--- src/rtl/c3lib_fifo_pkg.sv ---
// Shared types and helpers for the dual-clock FIFO pointer logic.
package c3lib_fifo_pkg;

    typedef enum logic [1:0] {
        WARM = 2'd0,
        RUN  = 2'd1,
        ERR  = 2'd2
    } rdptr_state_e;

    function automatic logic [31:0] bin2gray(input logic [31:0] x);
        return x ^ (x >> 32'd1);
    endfunction

    // A legally synchronized gray pointer moves by at most one bit per sample.
    function automatic logic popcount1_ok(input logic [31:0] a, input logic [31:0] b);
        return ($countones(a ^ b) <= 32'sd1);
    endfunction

endpackage

--- src/rtl/c3lib_graytobin.sv ---
// Combinational gray-to-binary converter: each binary bit is the XOR of all gray bits at or above it.
module c3lib_graytobin #(
    parameter int WIDTH = 5
) (
    input  logic [WIDTH-1:0] gray,
    output logic [WIDTH-1:0] bin
);

    // Prefix-XOR from the MSB down.
    always_comb begin
        bin = '0;
        for (int i = 0; i < WIDTH; i++) begin
            bin[i] = ^(gray >> i);
        end
    end

endmodule

--- src/rtl/c3lib_gray_rdptr_ctrl.sv ---
// Read-side pointer controller for a dual-clock FIFO: pointer tracking, fill level,
// empty/almost-empty flags, valid/ready pop and gray-code corruption detection.
module c3lib_gray_rdptr_ctrl
    import c3lib_fifo_pkg::*;
#(
    parameter int ADDR_WIDTH    = 4,
    parameter int AEMPTY_THRESH = 2,
    parameter int WARMUP_CYC    = 3,
    localparam int PTR_W        = ADDR_WIDTH + 1
) (
    input  logic                  clk,
    input  logic                  rst,
    input  logic [PTR_W-1:0]      wr_ptr_gray_sync,
    input  logic                  rd_ready,
    input  logic                  clr_err,
    output logic                  rd_valid,
    output logic [ADDR_WIDTH-1:0] rd_addr,
    output logic [PTR_W-1:0]      rd_ptr_gray,
    output logic [PTR_W-1:0]      fill_level,
    output logic                  empty,
    output logic                  aempty,
    output logic                  gray_err
);

    localparam int CNT_W = (WARMUP_CYC >= 2) ? $clog2(WARMUP_CYC) : 1;
    localparam logic [CNT_W-1:0] WARM_LAST = CNT_W'(WARMUP_CYC - 1);
    localparam logic [PTR_W-1:0] DEPTH_L   = {1'b1, {ADDR_WIDTH{1'b0}}};
    localparam logic [PTR_W-1:0] AEMPTY_L  = PTR_W'(AEMPTY_THRESH);

    rdptr_state_e     state_r;
    rdptr_state_e     state_next_s;
    logic [CNT_W-1:0] cnt_r;
    logic [PTR_W-1:0] wg_r;
    logic [PTR_W-1:0] wg_prev_r;
    logic [PTR_W-1:0] wg_bin_s;
    logic [PTR_W-1:0] wr_ptr_bin_r;
    logic [PTR_W-1:0] rd_ptr_bin_r;
    logic [PTR_W-1:0] rd_ptr_gray_r;
    logic [PTR_W-1:0] rd_ptr_inc_s;
    logic [PTR_W-1:0] rd_gray_next_s;
    logic [PTR_W-1:0] fill_s;
    logic             gray_err_r;
    logic             armed_r;
    logic             empty_s;
    logic             rd_valid_s;
    logic             pop_s;
    logic             err_det_s;

    c3lib_graytobin #(.WIDTH(PTR_W)) u_graytobin (
        .gray (wg_r),
        .bin  (wg_bin_s)
    );

    // Fill level, handshake and corruption detection derived from registered state.
    always_comb begin
        fill_s         = wr_ptr_bin_r - rd_ptr_bin_r;
        empty_s        = (fill_s == '0);
        rd_valid_s     = (state_r == RUN) && !empty_s;
        pop_s          = rd_valid_s && rd_ready;
        rd_ptr_inc_s   = rd_ptr_bin_r + PTR_W'(1);
        rd_gray_next_s = PTR_W'(bin2gray(32'(rd_ptr_inc_s)));
        // The first RUN sample only sets the baseline for the bit-change check.
        err_det_s      = (state_r == RUN) &&
                         ((fill_s > DEPTH_L) ||
                          (armed_r && !popcount1_ok(32'(wg_r), 32'(wg_prev_r))));
    end

    // Next-state logic for the WARM/RUN/ERR controller.
    always_comb begin
        state_next_s = state_r;
        case (state_r)
            WARM: begin
                if (cnt_r == WARM_LAST) state_next_s = RUN;
                else                    state_next_s = WARM;
            end
            RUN: begin
                if (err_det_s) state_next_s = ERR;
                else           state_next_s = RUN;
            end
            ERR: begin
                if (clr_err) state_next_s = RUN;
                else         state_next_s = ERR;
            end
            default: state_next_s = WARM;
        endcase
    end

    // State, pointer and flag registers.
    always_ff @(posedge clk) begin
        if (rst) begin
            state_r       <= WARM;
            cnt_r         <= '0;
            wg_r          <= '0;
            wg_prev_r     <= '0;
            wr_ptr_bin_r  <= '0;
            rd_ptr_bin_r  <= '0;
            rd_ptr_gray_r <= '0;
            gray_err_r    <= 1'b0;
            armed_r       <= 1'b0;
        end else begin
            state_r   <= state_next_s;
            wg_r      <= wr_ptr_gray_sync;
            wg_prev_r <= wg_r;
            armed_r   <= (state_r == RUN);
            if ((state_r == WARM) && (cnt_r != WARM_LAST)) begin
                cnt_r <= cnt_r + CNT_W'(1);
            end
            // A corrupt sample is never loaded; the last good write pointer is kept.
            if ((state_r == RUN) && !err_det_s) begin
                wr_ptr_bin_r <= wg_bin_s;
            end
            if (pop_s) begin
                rd_ptr_bin_r  <= rd_ptr_inc_s;
                rd_ptr_gray_r <= rd_gray_next_s;
            end
            if ((state_r == RUN) && err_det_s) begin
                gray_err_r <= 1'b1;
            end else if ((state_r == ERR) && clr_err) begin
                gray_err_r <= 1'b0;
            end
        end
    end

    assign rd_valid    = rd_valid_s;
    assign rd_addr     = rd_ptr_bin_r[ADDR_WIDTH-1:0];
    assign rd_ptr_gray = rd_ptr_gray_r;
    assign fill_level  = fill_s;
    assign empty       = empty_s;
    assign aempty      = (fill_s <= AEMPTY_L);
    assign gray_err    = gray_err_r;

endmodule
--- config.mk ---
export PLATFORM = sky130hd
export DESIGN_NAME = c3lib_gray_rdptr_ctrl
export DESIGN_NICKNAME = d
export VERILOG_FILES = /design/src/rtl/c3lib_fifo_pkg.sv /design/src/rtl/c3lib_graytobin.sv /design/src/rtl/c3lib_gray_rdptr_ctrl.sv
export SDC_FILE = /design/constraint.sdc
export NUM_CORES = 1
export LEC_CHECK = 0
export CAP_MARGIN = 20
export CORE_ASPECT_RATIO = 0.6
export CORE_MARGIN = 10
export CORE_UTILIZATION = 55
export DETAILED_ROUTE_END_ITERATION = 10
export DONT_BUFFER_PORTS = 1
export PLACE_DENSITY = 0.76
export SLEW_MARGIN = 20
export SYNTH_ARGS = -nofsm -noshare
export SYNTH_HDL_FRONTEND = slang
export SYNTH_SLANG_ARGS = --single-unit
--- constraint.sdc ---
create_clock -name clk -period 2.43 [get_ports clk]
set_input_delay 0.486 -clock clk [delete_from_list [all_inputs] [get_ports clk]]
set_output_delay 0.486 -clock clk [all_outputs]
set_load 0.005 [all_outputs]
==> impl_metrics.env <==
export IMPL_cts_buffer_depth=2
export IMPL_drtIter0Drc=156
export IMPL_violations="setup timing"
export IMPL_vias_per_cell=6.023
export IMPL_end_kind="output port"
export IMPL_dieWidth_um=88.15
export IMPL_min_path_cells=1
export IMPL_p_int_w=0.001299
export IMPL_swShare_pct=39.94
export IMPL_p_switching_w=0.0008640
export IMPL_synth_seq_area_share_pct=39.18
export IMPL_ys_seq_elements=30
export IMPL_cts_sinks=30
export IMPL_place_area_um2=1675
export IMPL_root_buffer="clkbuf_8"
export IMPL_yosysTopAreaCell="dfxtp_1"
export IMPL_wl_per_cell_um=21.12
export IMPL_crit_type="register to output port"
export IMPL_layout_commonest_cell="dfxtp_1"
export IMPL_core_area_um2=2575
export IMPL_ioPinCount=27
export IMPL_globalplace_congestion=0.8486
export IMPL_fin_ws_ns=-0.2686
export IMPL_worstPathArrival_ns=2.21
export IMPL_clk_pin_slew_worst_paths_ns=0.07
export IMPL_fin_crit_ns=2.699
export IMPL_crit_top_cell="inv_2"
export IMPL_die_area_um2=5367
export IMPL_drive_above_1_share_pct=34.43
export IMPL_htree_levels=2
export IMPL_dp_cells=201
export IMPL_setup_viol=17
export IMPL_power_density_nw_per_um2=1103
export IMPL_pwr_share_seq_pct=28.3
export IMPL_synth_edf_count=0
export IMPL_critical_path_max_stage_delay_ns=0.35
export IMPL_antenna_found_initial=0
export IMPL_final_antenna_net_count=0
export IMPL_max_cap_violations=0
export IMPL_cts_made_buffers=5
export IMPL_yosysUniqueCellTypes=39
export IMPL_finalSetupTns_ns=-2.233
export IMPL_syn_inst=160
export IMPL_combPwrFrac_pct=53.7
export IMPL_grt_total_usage_pct=15.33
export IMPL_drv_slew=0
export IMPL_grt_pass1_vias=1197
export IMPL_yosys_area_top_type_share_pct=39.18
export IMPL_path_buf_inv=3
export IMPL_hold_path_class="input pin to register"
export IMPL_start_kind="register"
export IMPL_antenna_cells=0
export IMPL_post_route_period_util_pct=111.1
export IMPL_cp_depth=10
export IMPL_slew_headroom_pct=73.86
export IMPL_insertion_delay_ns=0.29
export IMPL_required_ns=1.94
export IMPL_rows=14
export IMPL_synth_warnings=0
export IMPL_hold_violations=0
export IMPL_cts_tree="built"
export IMPL_port_buffers=0
export IMPL_utilization_pct=76.14
export IMPL_synth_fp_nets=178
export IMPL_nets=201
export IMPL_drcViolationCount=0
export IMPL_rsz0062_at_grt="yes"
export IMPL_ir_drop_mv=0.5749
export IMPL_grt_pass1_wl_mm=6.203
export IMPL_num_vias=1295
export IMPL_routed_wl_mm=4.540
export IMPL_fmax_ghz=0.3706
export IMPL_status="finished with violations"
export IMPL_postLayoutCellArea_um2=1961
export IMPL_syn_area_per_cell_um2=9.580
export IMPL_synth_top_flop_cell="dfxtp_1"
export IMPL_clock_skew_ns=0.006664
export IMPL_p_leak_nw=0.7979
export IMPL_synth_area_leaders="dfxtp_1, xnor2_1, ha_1"
export IMPL_critPathSlowestCell="fa_2"
export IMPL_reg2reg_depth=13
export IMPL_synth_area_um2=1533
export IMPL_instances_no_fill=215
export IMPL_worst_pin_slew_ns=0.3908
export IMPL_dpl_hpwl_mm=2.692
export IMPL_final_cell_mix="dfxtp_1, buf_4, nor2b_1"
export IMPL_grt_max_degree=30
export IMPL_cpLargestDelayFamily="adder cells"
export IMPL_syn2layout_area_growth_pct=27.92
export IMPL_drtPass1Iterations=4
export IMPL_async_flop_share_pct=0
export IMPL_start_util_pct=59.52
export IMPL_grt_remaining_overflow=0
export IMPL_fp_dieH_um=60.89
export IMPL_worstPathMaxFanout=2
export IMPL_p_clk_share_pct=17.9
export IMPL_cp_cell_sequence="inv_2 > ha_4 > inv_2 > fa_2 > a21o_1 > a21oi_2 > xnor2_2 > or2_4 > nor2_4 > buf_4"
stage by stage:
stage	hold slack [ns]	total power [W]	worst slack (ns)
global route	0.2416	0.002267	-0.3111
CTS	0.2536	0.001991	-0.1727
global placement	0.4551	0.001425	0.04078
finish	0.2531	0.002163	-0.2686
detailed placement	0.4749	0.001466	-0.07433
floorplan	0.4497	0.001162	0.006376
synthesized netlist by cell type, drive strengths merged (2+ instances only):
cell type,instances
a211oi,2
a21o,2
a21oi,11
a311oi,2
buf,3
clkbuf,2
dfxtp,30
fa,2
ha,7
inv,12
mux2i,5
nand2,7
nand2b,3
nand3,3
nor2,12
nor2b,12
o211ai,2
o21ai,7
or3,4
xnor2,13
xor2,8
final cells by class:
| class | count | area [um2] |
|---|---|---|
| fill | 157 | 614.3 |
| clock inverter | 2 | 10.01 |
| multi-input combinational | 113 | 992.2 |
| tap | 32 | 40.04 |
| inverter | 12 | 45.04 |
| sequential | 30 | 614.3 |
| timing repair buffer | 21 | 190.2 |
| clock buffer | 5 | 68.82 |
registers in the layout, summed over array words and instances (netlist names):
register,flops
armed_r,1
rd_ptr_bin_r,5
rd_ptr_gray,4
gray_err,1
wg_prev_r,5
wg_r,5
state_r,2
cnt_r,2
wr_ptr_bin_r,5
final timing paths:
kind / start / to / slack, ns
min: rst / rd_ptr_bin_r[4]$_SDFFE_PP0P_ / 0.25
max reg2reg: wr_ptr_bin_r[0]$_SDFFE_PP0P_ / rd_ptr_gray[3]$_SDFFE_PP0P_ / -0.20
max: wr_ptr_bin_r[0]$_SDFFE_PP0P_ / empty / -0.27
min reg2reg: cnt_r[1]$_SDFFE_PP0P_ / cnt_r[1]$_SDFFE_PP0P_ / 0.51
per-layer routing:
metal / wire length, um / track usage (%) / part of all wire (%)
met3: 499 / 5.882 / 11
met4: 206 / 7.127 / 4.5
met2: 2015 / 23.45 / 44
met1: 1818 / 18.84 / 40
met5: 0 / 0 / 0
cell families (layout without fill, tap and decap cells):
| kind of cell | count (synthesis) | in the layout | synth area share [%] |
|---|---|---|---|
| XOR/XNOR | 21 | 21 | 12.98 |
| adder cells (fa/ha/maj) | 9 | 9 | 8.326 |
| flip-flops | 30 | 30 | 39.18 |
| multiplexers | 6 | 6 | 4.000 |
| AND/OR/NAND/NOR | 44 | 44 | 15.26 |
| buffers and inverters | 17 | 40 | 4.653 |
| AO/OA/AOI/OAI | 33 | 33 | 15.59 |
power by group through the flow:
stage          sequential, W  clock [W]  combinational [W]
6_report            0.000613   0.000388            0.00116
5_1_grt             0.000618   0.000407            0.00124
4_1_cts             0.000604   0.000380            0.00101
3_5_place_dp        0.000610          0           0.000855
3_3_place_gp        0.000606          0           0.000820
2_1_floorplan       0.000603          0           0.000560
timing repair:
item | in CTS | in global routing
hold buffers | 0 | 0
pin swaps | 9 | 18
gates cloned | 1 | 0
endpoints found under the setup margin | 16 | 20
buffers inserted | 3 | 5
resized for setup | 14 | 28
No activity file was read; power rests on OpenSTA's default activity.
